$ cat config.mk
export PLATFORM = sky130hd
export DESIGN_NAME = audio_serial_tx
export DESIGN_NICKNAME = d
export VERILOG_FILES = /design/src/rtl/audio_tx_pkg.sv /design/src/rtl/audio_bck_gen.sv /design/src/rtl/audio_serial_tx.sv
export SDC_FILE = /design/constraint.sdc
export NUM_CORES = 1
export LEC_CHECK = 0
export ABC_AREA = 1
export CELL_PAD_IN_SITES_DETAIL_PLACEMENT = 2
export CELL_PAD_IN_SITES_GLOBAL_PLACEMENT = 2
export CORE_UTILIZATION = 38
export CTS_BUF_LIST = sky130_fd_sc_hd__clkbuf_2
export DETAILED_ROUTE_END_ITERATION = 12
export PLACE_DENSITY_LB_ADDON = 0.1
export SETUP_SLACK_MARGIN = 0.15
export SKIP_LAST_GASP = 1
export SYNTH_ARGS = -nofsm -noshare
export SYNTH_HDL_FRONTEND = slang
export SYNTH_SLANG_ARGS = --single-unit
$ cat constraint.sdc
create_clock -name i_clk -period 5.2 [get_ports i_clk]
set_input_delay 0.78 -clock i_clk [delete_from_list [all_inputs] [get_ports i_clk]]
set_output_delay 0.78 -clock i_clk [all_outputs]
set_load 0.005 [all_outputs]
$ cat src/rtl/audio_tx_pkg.sv
// ----------------------------------------------------------------------------
// audio_tx_pkg
// Shared definitions for the audio serial transmitter:
//   mode_e      - serial format (I2S, left-justified, right-justified)
//   msb_offset  - slot bit position at which a sample's MSB is emitted
// ----------------------------------------------------------------------------
package audio_tx_pkg;

    typedef enum logic [1:0] {
        MODE_I2S = 2'd0,
        MODE_LJ  = 2'd1,
        MODE_RJ  = 2'd2
    } mode_e;

    // I2S delays the MSB one BCK behind the LRCK edge; RJ pushes the
    // sample against the end of the slot.
    function automatic int unsigned msb_offset(
        input mode_e       mode,
        input int unsigned slot_w,
        input int unsigned sample_w
    );
        case (mode)
            MODE_I2S: return 1;
            MODE_LJ:  return 0;
            default:  return slot_w - sample_w;
        endcase
    endfunction

endpackage

$ cat src/rtl/audio_bck_gen.sv
// ----------------------------------------------------------------------------
// audio_bck_gen
// BCK prescaler. Counts 0..BCK_DIV-1 and toggles BCK on terminal count.
// Ports:
//   i_clk, i_rst_n  system clock, async active-low reset
//   i_enable        low holds counter and BCK at reset values
//   o_bck           bit clock (data output, never used as a clock)
//   o_rise, o_fall  one-CLK strobes, high on the edge where BCK rises/falls
// ----------------------------------------------------------------------------
module audio_bck_gen #(
    parameter int unsigned BCK_DIV = 4
) (
    input  logic i_clk,
    input  logic i_rst_n,
    input  logic i_enable,
    output logic o_bck,
    output logic o_rise,
    output logic o_fall
);

    localparam int unsigned CNT_W = (BCK_DIV > 1) ? $clog2(BCK_DIV) : 1;

    logic [CNT_W-1:0] r_cnt;
    logic             r_bck;
    logic             w_tc;

    assign w_tc = i_enable && (r_cnt == CNT_W'(BCK_DIV - 1));

    always_ff @(posedge i_clk or negedge i_rst_n) begin
        if (!i_rst_n) begin
            r_cnt <= '0;
            r_bck <= 1'b0;
        end else if (!i_enable) begin
            r_cnt <= '0;
            r_bck <= 1'b0;
        end else if (w_tc) begin
            r_cnt <= '0;
            r_bck <= ~r_bck;
        end else begin
            r_cnt <= r_cnt + 1'b1;
        end
    end

    assign o_bck  = r_bck;
    assign o_rise = w_tc && !r_bck;
    assign o_fall = w_tc &&  r_bck;

endmodule

$ cat src/rtl/audio_serial_tx.sv
// ----------------------------------------------------------------------------
// audio_serial_tx
// Serialises a multi-channel PCM frame onto an I2S / LJ / RJ bus.
// Ports:
//   i_clk, i_rst_n       system clock, async active-low reset
//   i_enable             high = serialiser runs, low = idle (handshake live)
//   i_sample_data        CHANNELS*SAMPLE_W frame, channel 0 in the LSBs
//   i_sample_valid       producer offers i_sample_data
//   o_sample_ready       holding register empty
//   o_i2s_bck            bit clock
//   o_i2s_lrck           word select (0 = first half of slots)
//   o_i2s_data           serial data, MSB first
//   o_underrun           one-CLK pulse when a frame starts without new data
// Data and LRCK update only on BCK falls so they are stable at each BCK rise.
// ----------------------------------------------------------------------------
module audio_serial_tx
    import audio_tx_pkg::*;
#(
    parameter int unsigned SAMPLE_W = 16,
    parameter int unsigned SLOT_W   = 32,
    parameter int unsigned CHANNELS = 2,
    parameter int unsigned BCK_DIV  = 4,
    parameter mode_e       MODE     = MODE_I2S
) (
    input  logic                         i_clk,
    input  logic                         i_rst_n,
    input  logic                         i_enable,
    input  logic [CHANNELS*SAMPLE_W-1:0] i_sample_data,
    input  logic                         i_sample_valid,
    output logic                         o_sample_ready,
    output logic                         o_i2s_bck,
    output logic                         o_i2s_lrck,
    output logic                         o_i2s_data,
    output logic                         o_underrun
);

    localparam int unsigned FRAME_BITS = CHANNELS * SLOT_W;
    localparam int unsigned FRAME_W    = CHANNELS * SAMPLE_W;
    localparam int unsigned BIT_W      = $clog2(FRAME_BITS);
    localparam int unsigned MSB_OFF    = msb_offset(MODE, SLOT_W, SAMPLE_W);

    logic               w_bck;
    logic               w_rise;
    logic               w_fall;

    logic [BIT_W-1:0]   r_bit;
    logic               r_started;
    logic [FRAME_W-1:0] r_frame;
    logic [FRAME_W-1:0] r_hold;
    logic               r_hold_full;
    logic               r_lrck;
    logic               r_data;
    logic               r_underrun;

    logic [BIT_W-1:0]   w_next_bit;
    logic               w_load;
    logic               w_accept;
    logic [FRAME_W-1:0] w_frame_src;
    logic [31:0]        w_nb;
    logic [31:0]        w_slot;
    logic [31:0]        w_pos;
    logic [31:0]        w_lr_bit;
    logic [31:0]        w_idx;
    logic               w_in_win;
    logic               w_bit_val;
    logic               w_lrck_val;

    audio_bck_gen #(
        .BCK_DIV (BCK_DIV)
    ) u_bck_gen (
        .i_clk    (i_clk),
        .i_rst_n  (i_rst_n),
        .i_enable (i_enable),
        .o_bck    (w_bck),
        .o_rise   (w_rise),
        .o_fall   (w_fall)
    );

    assign w_next_bit = (r_bit == BIT_W'(FRAME_BITS - 1)) ? '0 : r_bit + 1'b1;
    assign w_load     = w_fall && (w_next_bit == '0);
    assign w_accept   = i_sample_valid && !r_hold_full;
    // A load on this edge uses the holding word as it was before any accept.
    assign w_frame_src = (w_load && r_hold_full) ? r_hold : r_frame;

    always_comb begin
        w_nb      = 32'(w_next_bit);
        w_slot    = w_nb / SLOT_W;
        w_pos     = w_nb % SLOT_W;
        w_in_win  = (w_pos >= MSB_OFF) && (w_pos < MSB_OFF + SAMPLE_W);
        w_idx     = w_slot * SAMPLE_W + SAMPLE_W - 1 - (w_pos - MSB_OFF);
        w_bit_val = 1'b0;
        for (int unsigned k = 0; k < FRAME_W; k++) begin
            if (w_in_win && (k == w_idx)) begin
                w_bit_val = w_frame_src[k];
            end
        end
        // I2S word select leads the slot by one BCK.
        w_lr_bit   = (MODE == MODE_I2S) ? ((w_nb + 1) % FRAME_BITS) : w_nb;
        w_lrck_val = (w_lr_bit / SLOT_W) >= (CHANNELS / 2);
    end

    always_ff @(posedge i_clk or negedge i_rst_n) begin
        if (!i_rst_n) begin
            r_bit       <= '0;
            r_started   <= 1'b0;
            r_frame     <= '0;
            r_hold      <= '0;
            r_hold_full <= 1'b0;
            r_lrck      <= 1'b0;
            r_data      <= 1'b0;
            r_underrun  <= 1'b0;
        end else begin
            r_underrun <= w_load && !r_hold_full;

            // Accept only happens with the holding register empty, so it
            // never collides with a load that drains a full holding register.
            if (w_accept) begin
                r_hold      <= i_sample_data;
                r_hold_full <= 1'b1;
            end else if (w_load && r_hold_full) begin
                r_hold_full <= 1'b0;
            end

            if (w_load && r_hold_full) begin
                r_frame <= r_hold;
            end

            if (!i_enable) begin
                r_bit     <= '0;
                r_started <= 1'b0;
                r_lrck    <= 1'b0;
                r_data    <= 1'b0;
            end else begin
                // Preset to the last bit on the first rise after enable so the
                // following fall wraps to bit 0 and performs a frame load.
                if (w_rise && !r_started) begin
                    r_bit     <= BIT_W'(FRAME_BITS - 1);
                    r_started <= 1'b1;
                end
                if (w_fall) begin
                    r_bit  <= w_next_bit;
                    r_lrck <= w_lrck_val;
                    r_data <= w_bit_val;
                end
            end
        end
    end

    assign o_sample_ready = !r_hold_full;
    assign o_i2s_bck      = w_bck;
    assign o_i2s_lrck     = r_lrck;
    assign o_i2s_data     = r_data;
    assign o_underrun     = r_underrun;

endmodule

==> out/results.ini, run 1 <==
[worst_setup_path]
rrSetupSlack_ns = 1.02
start_kind = flop
path_common_cell = nand2_1
reg2reg_to = o_i2s_data
cp-end-kind = flop
critPathKind = flop to flop
critPathMaxFanout = 9
reg2regPathDepth = 40
slowest_delay_ns = 0.58
arrival_ns = 4.66
critPathRequiredTime_ns = 5.68
r2r_start = r_bit[0]
cp_slowest_cell = dfrtp_1

[synth]
syn_inst = 474
syn_avg_cell_area_um2 = 8.28
synth_ff_type = dfrtp_1
seq_area_frac_synth_pct = 49.7
synth-seq-cells = 78
async_flop_share_pct = 100
yosysWarnings = 0
syn_area_mm2 = 0.00393
synth_nets = 519
synth-edff-count = 0
synth_cell_types = 33

[grt]
grt_pass1_wl_um = 18400
first_global_vias = 3642
grt_max_degree = 79
antenna_found_initial = 0
grt_usage_pct = 21.9
grt_overflow = 0

[die]
dieWidth_um = 104
io_pins = 41
core_area_mm2 = 0.00991
initial_core_util_pct = 39.6
die_y_um = 104
rows = 36
die_area_mm2 = 0.0107

[clocking]
cts_hold_repair.buffers = 0
cts_made_buffers = 9
clk_path_buf_depth = 2
cts_resized = 0
insertion_delay_ns = 0.56
clock-sinks = 78
ctsRootBufferMaster = clkbuf_2
path_clk_slew_ns = 0.21
cts_tree = yes
cts_setup_buffers = 0
h-tree-depth = 3

[timing]
fin_crit_sh_pct = 80.3
rsz0062_at_grt = no
max_freq_ghz = 0.240
worst_slew_pin_slew_ns = 1.01
skew_ns = 0.0164
hold_viol = 0
setup_viol = 0
relSlewSlack_pct = 32.9
slew_viol_final = 0
timing.hold.ws_ns = 0.345
min_period_ns = 4.18
setup_tns_ns = 0

[place]
dp_hpwl_um = 8050
port_buffers = 40
globalplace.congestion = 0.841
postPlaceCellArea_mm2 = 0.00445

[power_and_ir_drop]
power_density_mw_per_mm2 = 267
fin_total_pwr_mw = 1.22
ir_drop_mv = 0.147
p_leak_nw = 2.31

[final_layout]
final_cell_area_mm2 = 0.00457
nFillCells = 1133
final_common_cell = nand2_1
nets = 561
drive_above_1_share_pct = 11.1
fin_util_pct = 46.1
area_growth_pct = 16.4
final_cell_mix = 153 x nand2_1, 78 x dfrtp_1, 63 x nor2_1
diodes = 0

[route]
ant_nets = 0
first_pass_iters = 4
routed_wl_um = 10600
via_per_inst = 5.07
drt_iter0_drc = 67
drt-wirelength-per-cell_um = 16.3
drc_errors = 0
vias = 3316

[worst_hold_path]
hold_path_class = primary input to asynchronous set/reset pin

[run_status]
status = finished, final reports clean

[run]
drv_cap = 0

==> through the flow <==
| stage | std cells | setup WS, ns |
|---|---|---|
| detailed placement | 638 | 0.728 |
| floorplan | 474 | 1.78 |
| global route | 654 | 0.447 |
| global placement | 638 | 1.04 |
| finish | 654 | 1.02 |
| CTS | 654 | 0.937 |
==> synthesized netlist by cell type, types with 5 or more instances <==
master	count	share of area, %
o211ai_1	5	0.96
a31oi_1	8	1.3
nor2_1	63	6.0
nand3_1	17	2.2
inv_1	39	3.7
ha_1	9	2.9
mux2_2	24	6.9
a21oi_1	21	2.7
nand2_1	153	15
dfrtp_1	78	50
o22ai_1	6	0.96
o21ai_0	8	1.0
clkbuf_1	8	0.77
==> where the power goes <==
part / leakage, nW / internal (mW) / switching [mW]
logic: 1.24 / 0.0847 / 0.131
registers: 1.00 / 0.637 / 0.0224
clock network: 0.0723 / 0.113 / 0.231
total: 2.31 / 0.834 / 0.385
==> per-layer routing <==
layer / routed length (um) / track usage (%) / up-vias / part of all wire (%)
met5: 0 / 0 / - / 0
met1: 4780 / 26.5 / 1660 / 45
li1: - / - / 1600 / -
met3: 263 / 3.15 / 12 / 2.5
met4: 183 / 8.70 / 0 / 1.7
met2: 5410 / 39.2 / 44 / 51
==> kinds of logic after synthesis <==
logic type / synth area share (%)
and+or+nand+nor: 26.1
DFF: 49.7
AOI/OAI and AO/OA: 8.22
buffers and inverters: 5.77
muxes: 6.89
adders and majority gates: 2.87
xor gates and xnor gates: 0.446
==> area by class of cell <==
| cell class | instances | area (um2) | share of cell area, % |
|---|---|---|---|
| well taps | 133 | 166 | 3.64 |
| clock buffers | 9 | 45.0 | 0.986 |
| flip-flops and latches | 78 | 1950 | 42.7 |
| clock inverters | 7 | 73.8 | 1.62 |
| inverters | 44 | 165 | 3.61 |
| multi-input cells | 340 | 1750 | 38.2 |
| repair buffers | 43 | 420 | 9.20 |
==> sequential cells by signal (all words and copies together), names as in the netlist <==
signal / cells
r_hold: 32
o_underrun: 1
r_started: 1
u_bck_gen.r_cnt: 2
r_hold_full: 1
r_bit: 6
o_i2s_data: 1
u_bck_gen.o_bck: 1
o_i2s_lrck: 1
r_frame: 32
==> worst max-delay path by stage <==
stage          startpoint          to  slack (ns)  depth (start not counted)
2_1_floorplan    r_bit[0]  o_i2s_data        1.78                         48
3_3_place_gp     i_enable  o_i2s_data        1.04                         42
3_5_place_dp     i_enable  o_i2s_data        0.73                         40
4_1_cts          r_bit[0]  o_i2s_data        0.94                         40
5_1_grt          r_bit[0]  o_i2s_data        0.45                         38
6_report         r_bit[0]  o_i2s_data        1.02                         40
==> critical path, delay by kind of cell (launching register included) <==
family | cells | cell delay [ns]
simple gates | 35 | 2.63
compound gates | 1 | 0.17
flops | 1 | 0.58
fa+ha+maj | 2 | 0.56
buf+inv | 2 | 0.16
Note: power is estimated with default switching activity, not from simulation.
==> inputs of run 2 (changes only) <==
CORE_UTILIZATION = 35   (was 38)
clock period = 4.3 ns   (was 5.2 ns; I/O delays follow)
==> run 2 against run 1 <==
  * Sequential power grew 21%
  * Final cell count grew 2.8%
  * Global-route usage shrank 1.6 points
  * Wire length grew 4.3%
  * Via count grew 0.75%
  * Design area grew 4.5%
  * Highest routed layer unchanged
  * Setup slack lost 0.48 ns
  * Critical path depth grew 7
  * Hold slack lost 0.13 ns
  * Power grew 24%
  * Count of clock-buffer cells in the layout grew 1
==> out/results.ini, run 2 (same netlist as run 1, synthesis figures left out) <==
[route]
via_per_inst = 4.97
vias = 3341
wl_met3_um = 188
met1_length_um = 5030
routed_wl_um = 11100
drc_errors = 0
drt_iter0_drc = 107
first_pass_iters = 4
highest_layer = met4
met2WireLength_um = 5700
ant_nets = 0
drt-wirelength-per-cell_um = 16.5

[timing]
setup_tns_ns = 0
worst_slew_pin_slew_ns = 0.995
skew_ns = 0.0195
hold_viol = 0
fin_crit_sh_pct = 87.3
min_period_ns = 3.75
slew_viol_final = 0
relSlewSlack_pct = 33.6
rsz0062_at_grt = no
max_freq_ghz = 0.267
setup_viol = 0
timing.hold.ws_ns = 0.214

[final_layout]
area_growth_pct = 21.7
nets = 572
drive_above_1_share_pct = 16.5
diodes = 0
fin_util_pct = 43.9
nFillCells = 1224
final_common_cell = nand2_1
final_cell_mix = 150 x nand2_1, 76 x dfrtp_1, 60 x nor2_1
top_regs = r_frame (32), r_hold (32), r_bit (6)

[worst_setup_path]
start_kind = flop
critPathKind = flop to flop
path_depth = 47
path_common_cell = nand2_1
slowest_delay_ns = 0.43
reg2regPathDepth = 47
critPathMaxFanout = 3
cp_slowest_cell = dfrtp_1
rrSetupSlack_ns = 0.55
cp-end-kind = flop
crit_family = simple AND/OR/NAND/NOR gates
crit_buf_inv = 3
arrival_ns = 4.22
critPathRequiredTime_ns = 4.77

[clocking]
h-tree-depth = 3
cts_tree = yes
path_clk_slew_ns = 0.22
clk_path_buf_depth = 2
ctsRootBufferMaster = clkbuf_2
cts_made_buffers = 9
insertion_delay_ns = 0.54
cts_hold_repair.buffers = 0
clock-sinks = 78

[power_and_ir_drop]
p_sw_mw = 0.474
p_leak_nw = 2.37
clkPwrFrac_pct = 26.6
p_int_mw = 1.03
fin_total_pwr_mw = 1.51
pwr-share-seq_pct = 52.9
swShare_pct = 31.4
power_density_mw_per_mm2 = 316
ir_drop_mv = 0.138
comb_power_share_pct = 20.5

[grt]
grt_overflow = 0
grt_usage_pct = 20.3
grt_pass1_wl_um = 17900
grt_max_degree = 79
first_global_vias = 3638
antenna_found_initial = 0

[die]
initial_core_util_pct = 36.0
core_area_mm2 = 0.0109
dieWidth_um = 108
rows = 38
die_area_mm2 = 0.0116
io_pins = 41
die_y_um = 108

[worst_hold_path]
hold_path_class = primary input to asynchronous set/reset pin

[place]
dp_hpwl_um = 8270
port_buffers = 40
globalplace.congestion = 0.848

[run]
drv_cap = 0

[run_status]
status = finished, final reports clean

-- run 2: timing repair --
| item | CTS | global route |
|---|---|---|
| gates resized for setup | 1 | 29 |
| buffers inserted | 0 | 9 |
| setup endpoints to repair | 1 | 1 |
| pin swaps | 0 | 11 |
-- run 2: area by class of cell --
cell class | count | area [um2] | area share [%]
inverter | 44 | 173 | 3.62
clock inverter | 6 | 61.3 | 1.28
tap | 140 | 175 | 3.67
timing repair buffer | 54 | 514 | 10.8
sequential | 78 | 1950 | 40.9
multi-input combinational | 340 | 1850 | 38.7
clock buffer | 10 | 50.0 | 1.05
-- run 2: path summary, 6_finish.rpt --
path | startpoint | end
max | r_bit[1] | o_i2s_data
min in group i_clk | u_bck_gen.r_cnt[0] | u_bck_gen.r_cnt[0]
min reg2reg | u_bck_gen.r_cnt[0] | u_bck_gen.r_cnt[0]
max reg2reg | r_bit[1] | o_i2s_data
min | i_rst_n | r_hold[3]
max in group asynchronous | i_rst_n | r_bit[2]
-- run 2: stage by stage --
step / worst slack (ns) / cell area [um2] / cells
finish: 0.548 / 4780 / 672
global route: 0.0901 / 4780 / 672
CTS: 0.211 / 4590 / 663
detailed placement: 0.0348 / 4470 / 647
global placement: 0.310 / 4470 / 647
floorplan: 0.882 / 3930 / 474
-- run 2: power groups by stage --
stage	Clock (mW)	Sequential, mW	Combinational [mW]
after CTS	0.422	0.797	0.273
after global routing	0.451	0.803	0.350
after detailed placement	0	0.810	0.270
after global placement	0	0.807	0.257
after floorplan	0	0.800	0.171
final	0.401	0.798	0.310
-- run 2: metal layers --
metal  vias up  GRT usage (%)
li1       1621              -
met1      1677           24.8
met2        32           36.1
met3        11           4.00
met4         0           5.87
met5         -              0
-- run 2: worst register-to-register path: cells and delay by family (launching register included) --
kind / cells / cell delay (ns)
and+or+nand+nor: 42 / 2.52
DFF: 1 / 0.43
adders and majority gates: 2 / 0.41
buffers and inverters: 3 / 0.35
==> inputs of run 3 (changes only) <==
PLACE_DENSITY = 0.81   (was default)
PLACE_DENSITY_LB_ADDON = default   (was 0.1)
==> run 3 against run 2 <==
  * First-iteration DRC count increased by 16%
  * Combinational power increased by 1%
  * Clock skew increased by 0.0011 ns
  * Power decreased by 2.9%
  * Hold slack got worse by 0.037 ns
  * Wire length increased by 3.1%
  * Via count increased by 0.21%
  * Clock power decreased by 13%
  * Flip-flop and latch count unchanged
==> out/results.ini, run 3 (same netlist as run 1, synthesis figures left out) <==
[worst_setup_path]
critPathMaxFanout = 8
cp-end-kind = flop
crit_family = simple AND/OR/NAND/NOR gates
start_kind = flop
rrSetupSlack_ns = 0.38
path_depth = 39
slowest_delay_ns = 0.53
critPathKind = flop to flop
critical_path.startpoint = r_bit[0]
reg2reg_to = o_i2s_data
crit_buf_inv = 4
r2r_start = r_bit[0]
arrival_ns = 4.43
path_common_cell = nand2_1
crit_end = o_i2s_data
reg2regPathDepth = 39
critPathRequiredTime_ns = 4.81
cp_slowest_cell = dfrtp_2

[run]
drv_cap = 0

[route]
drc_errors = 0
met2WireLength_um = 5690
ant_nets = 0
drt-wirelength-per-cell_um = 17.0
highest_layer = met4
wl_met3_um = 315
met1_length_um = 5230
vias = 3348
via_per_inst = 4.97
routed_wl_um = 11400
first_pass_iters = 4
drt_iter0_drc = 124

[timing]
worst_slew_pin_slew_ns = 1.01
rsz0062_at_grt = yes
relSlewSlack_pct = 32.6
setup_viol = 0
slew_viol_final = 0
fin_crit_sh_pct = 91.2
hold_viol = 0
min_period_ns = 3.92
max_freq_ghz = 0.255
skew_ns = 0.0206

[die]
io_pins = 41
die_area_mm2 = 0.0116
die_y_um = 108
rows = 38
dieWidth_um = 108
initial_core_util_pct = 36.0
core_area_mm2 = 0.0109

[final_layout]
final_common_cell = nand2_1
final_cell_area_mm2 = 0.00480
multi_input_area_mm2 = 0.00187
final_cell_mix = 150 x nand2_1, 75 x dfrtp_1, 60 x nor2_1
area_growth_pct = 22.2
top_regs = r_frame (32), r_hold (32), r_bit (6)
nFillCells = 1222
fin_cells = 674
ff_latch_area_mm2 = 0.00196
drive_above_1_share_pct = 16.5
nets = 574
diodes = 0

[grt]
grt_usage_pct = 20.1
first_global_vias = 3568
grt_pass1_wl_um = 17700
grt_max_degree = 79
antenna_found_initial = 0
grt_overflow = 0

[worst_hold_path]
hold_path_class = primary input to asynchronous set/reset pin

[place]
globalplace.congestion = 0.851
postPlaceCellArea_mm2 = 0.00447
dp_hpwl_um = 7910
port_buffers = 40
placed_cells = 647

[power_and_ir_drop]
ir_drop_mv = 0.138
p_leak_nw = 2.38
power_density_mw_per_mm2 = 305

[clocking]
clock-sinks = 78
h-tree-depth = 3
cts_tree = yes
insertion_delay_ns = 0.59
clk_path_buf_depth = 2
ctsRootBufferMaster = clkbuf_2
cts_made_buffers = 9
path_clk_slew_ns = 0.22

[run_status]
status = finished, final reports clean

==> run 3: cell types whose count changed in the layout (fill, tap and decap cells not counted), moves of 2 or more <==
cell / change
buf_4: +3
inv_1: +3
inv_2: -3
nor2_2: -2
nor2_4: +2
==> run 3: how the worst min path moves through the flow <==
stage	startpoint	end	slack, ns	cells after the start
6_report	i_rst_n	r_frame[0]	0.18	1
5_1_grt	i_rst_n	r_bit[5]	0.20	1
4_1_cts	i_rst_n	r_bit[5]	0.18	1
3_5_place_dp	u_bck_gen.r_cnt[0]	u_bck_gen.r_cnt[0]	0.44	1
3_3_place_gp	u_bck_gen.r_cnt[0]	u_bck_gen.r_cnt[0]	0.43	1
2_1_floorplan	i_rst_n	o_i2s_data	0.35	0
==> run 3: layout make-up <==
type	count	area share, %
inverters	44	3.60
well taps	140	3.65
repair buffers	56	11.1
flip-flops and latches	78	40.8
multi-input cells	340	39.1
clock buffers	10	1.04
clock inverters	6	0.783
==> run 3: report_power, final <==
part           leakage [nW]  internal (mW)  switching (mW)
combinational          1.32          0.128           0.186
clock                0.0557         0.0760           0.273
sequential            0.998          0.771          0.0312
==> run 3: metrics by stage <==
stage                     power [mW]  hold WS, ns  setup slack, ns  util (%)  setup TNS (ns)
after CTS                       1.44        0.182            0.163      41.9               0
after global routing            1.55        0.201          -0.0976      44.0         -0.0976
after floorplan                0.971        0.349            0.882         -               0
final                           1.46        0.177            0.380      44.0               0
after detailed placement        1.08        0.437            0.200      41.1               0
after global placement          1.06        0.427            0.361      41.1               0
==> run 3: metal layers <==
metal / GRT usage, % / vias to the layer above
met2: 33.4 / 44
met1: 25.3 / 1664
met3: 4.78 / 15
met5: 0 / -
li1: - / 1625
met4: 7.44 / 0
==> run 3: repair_timing <==
action / CTS / global route
resized for setup: 1 / 29
endpoints found under the setup margin: 1 / 1
hold buffers: 0 / 0
buffers inserted: 0 / 11
pin swaps: 0 / 13
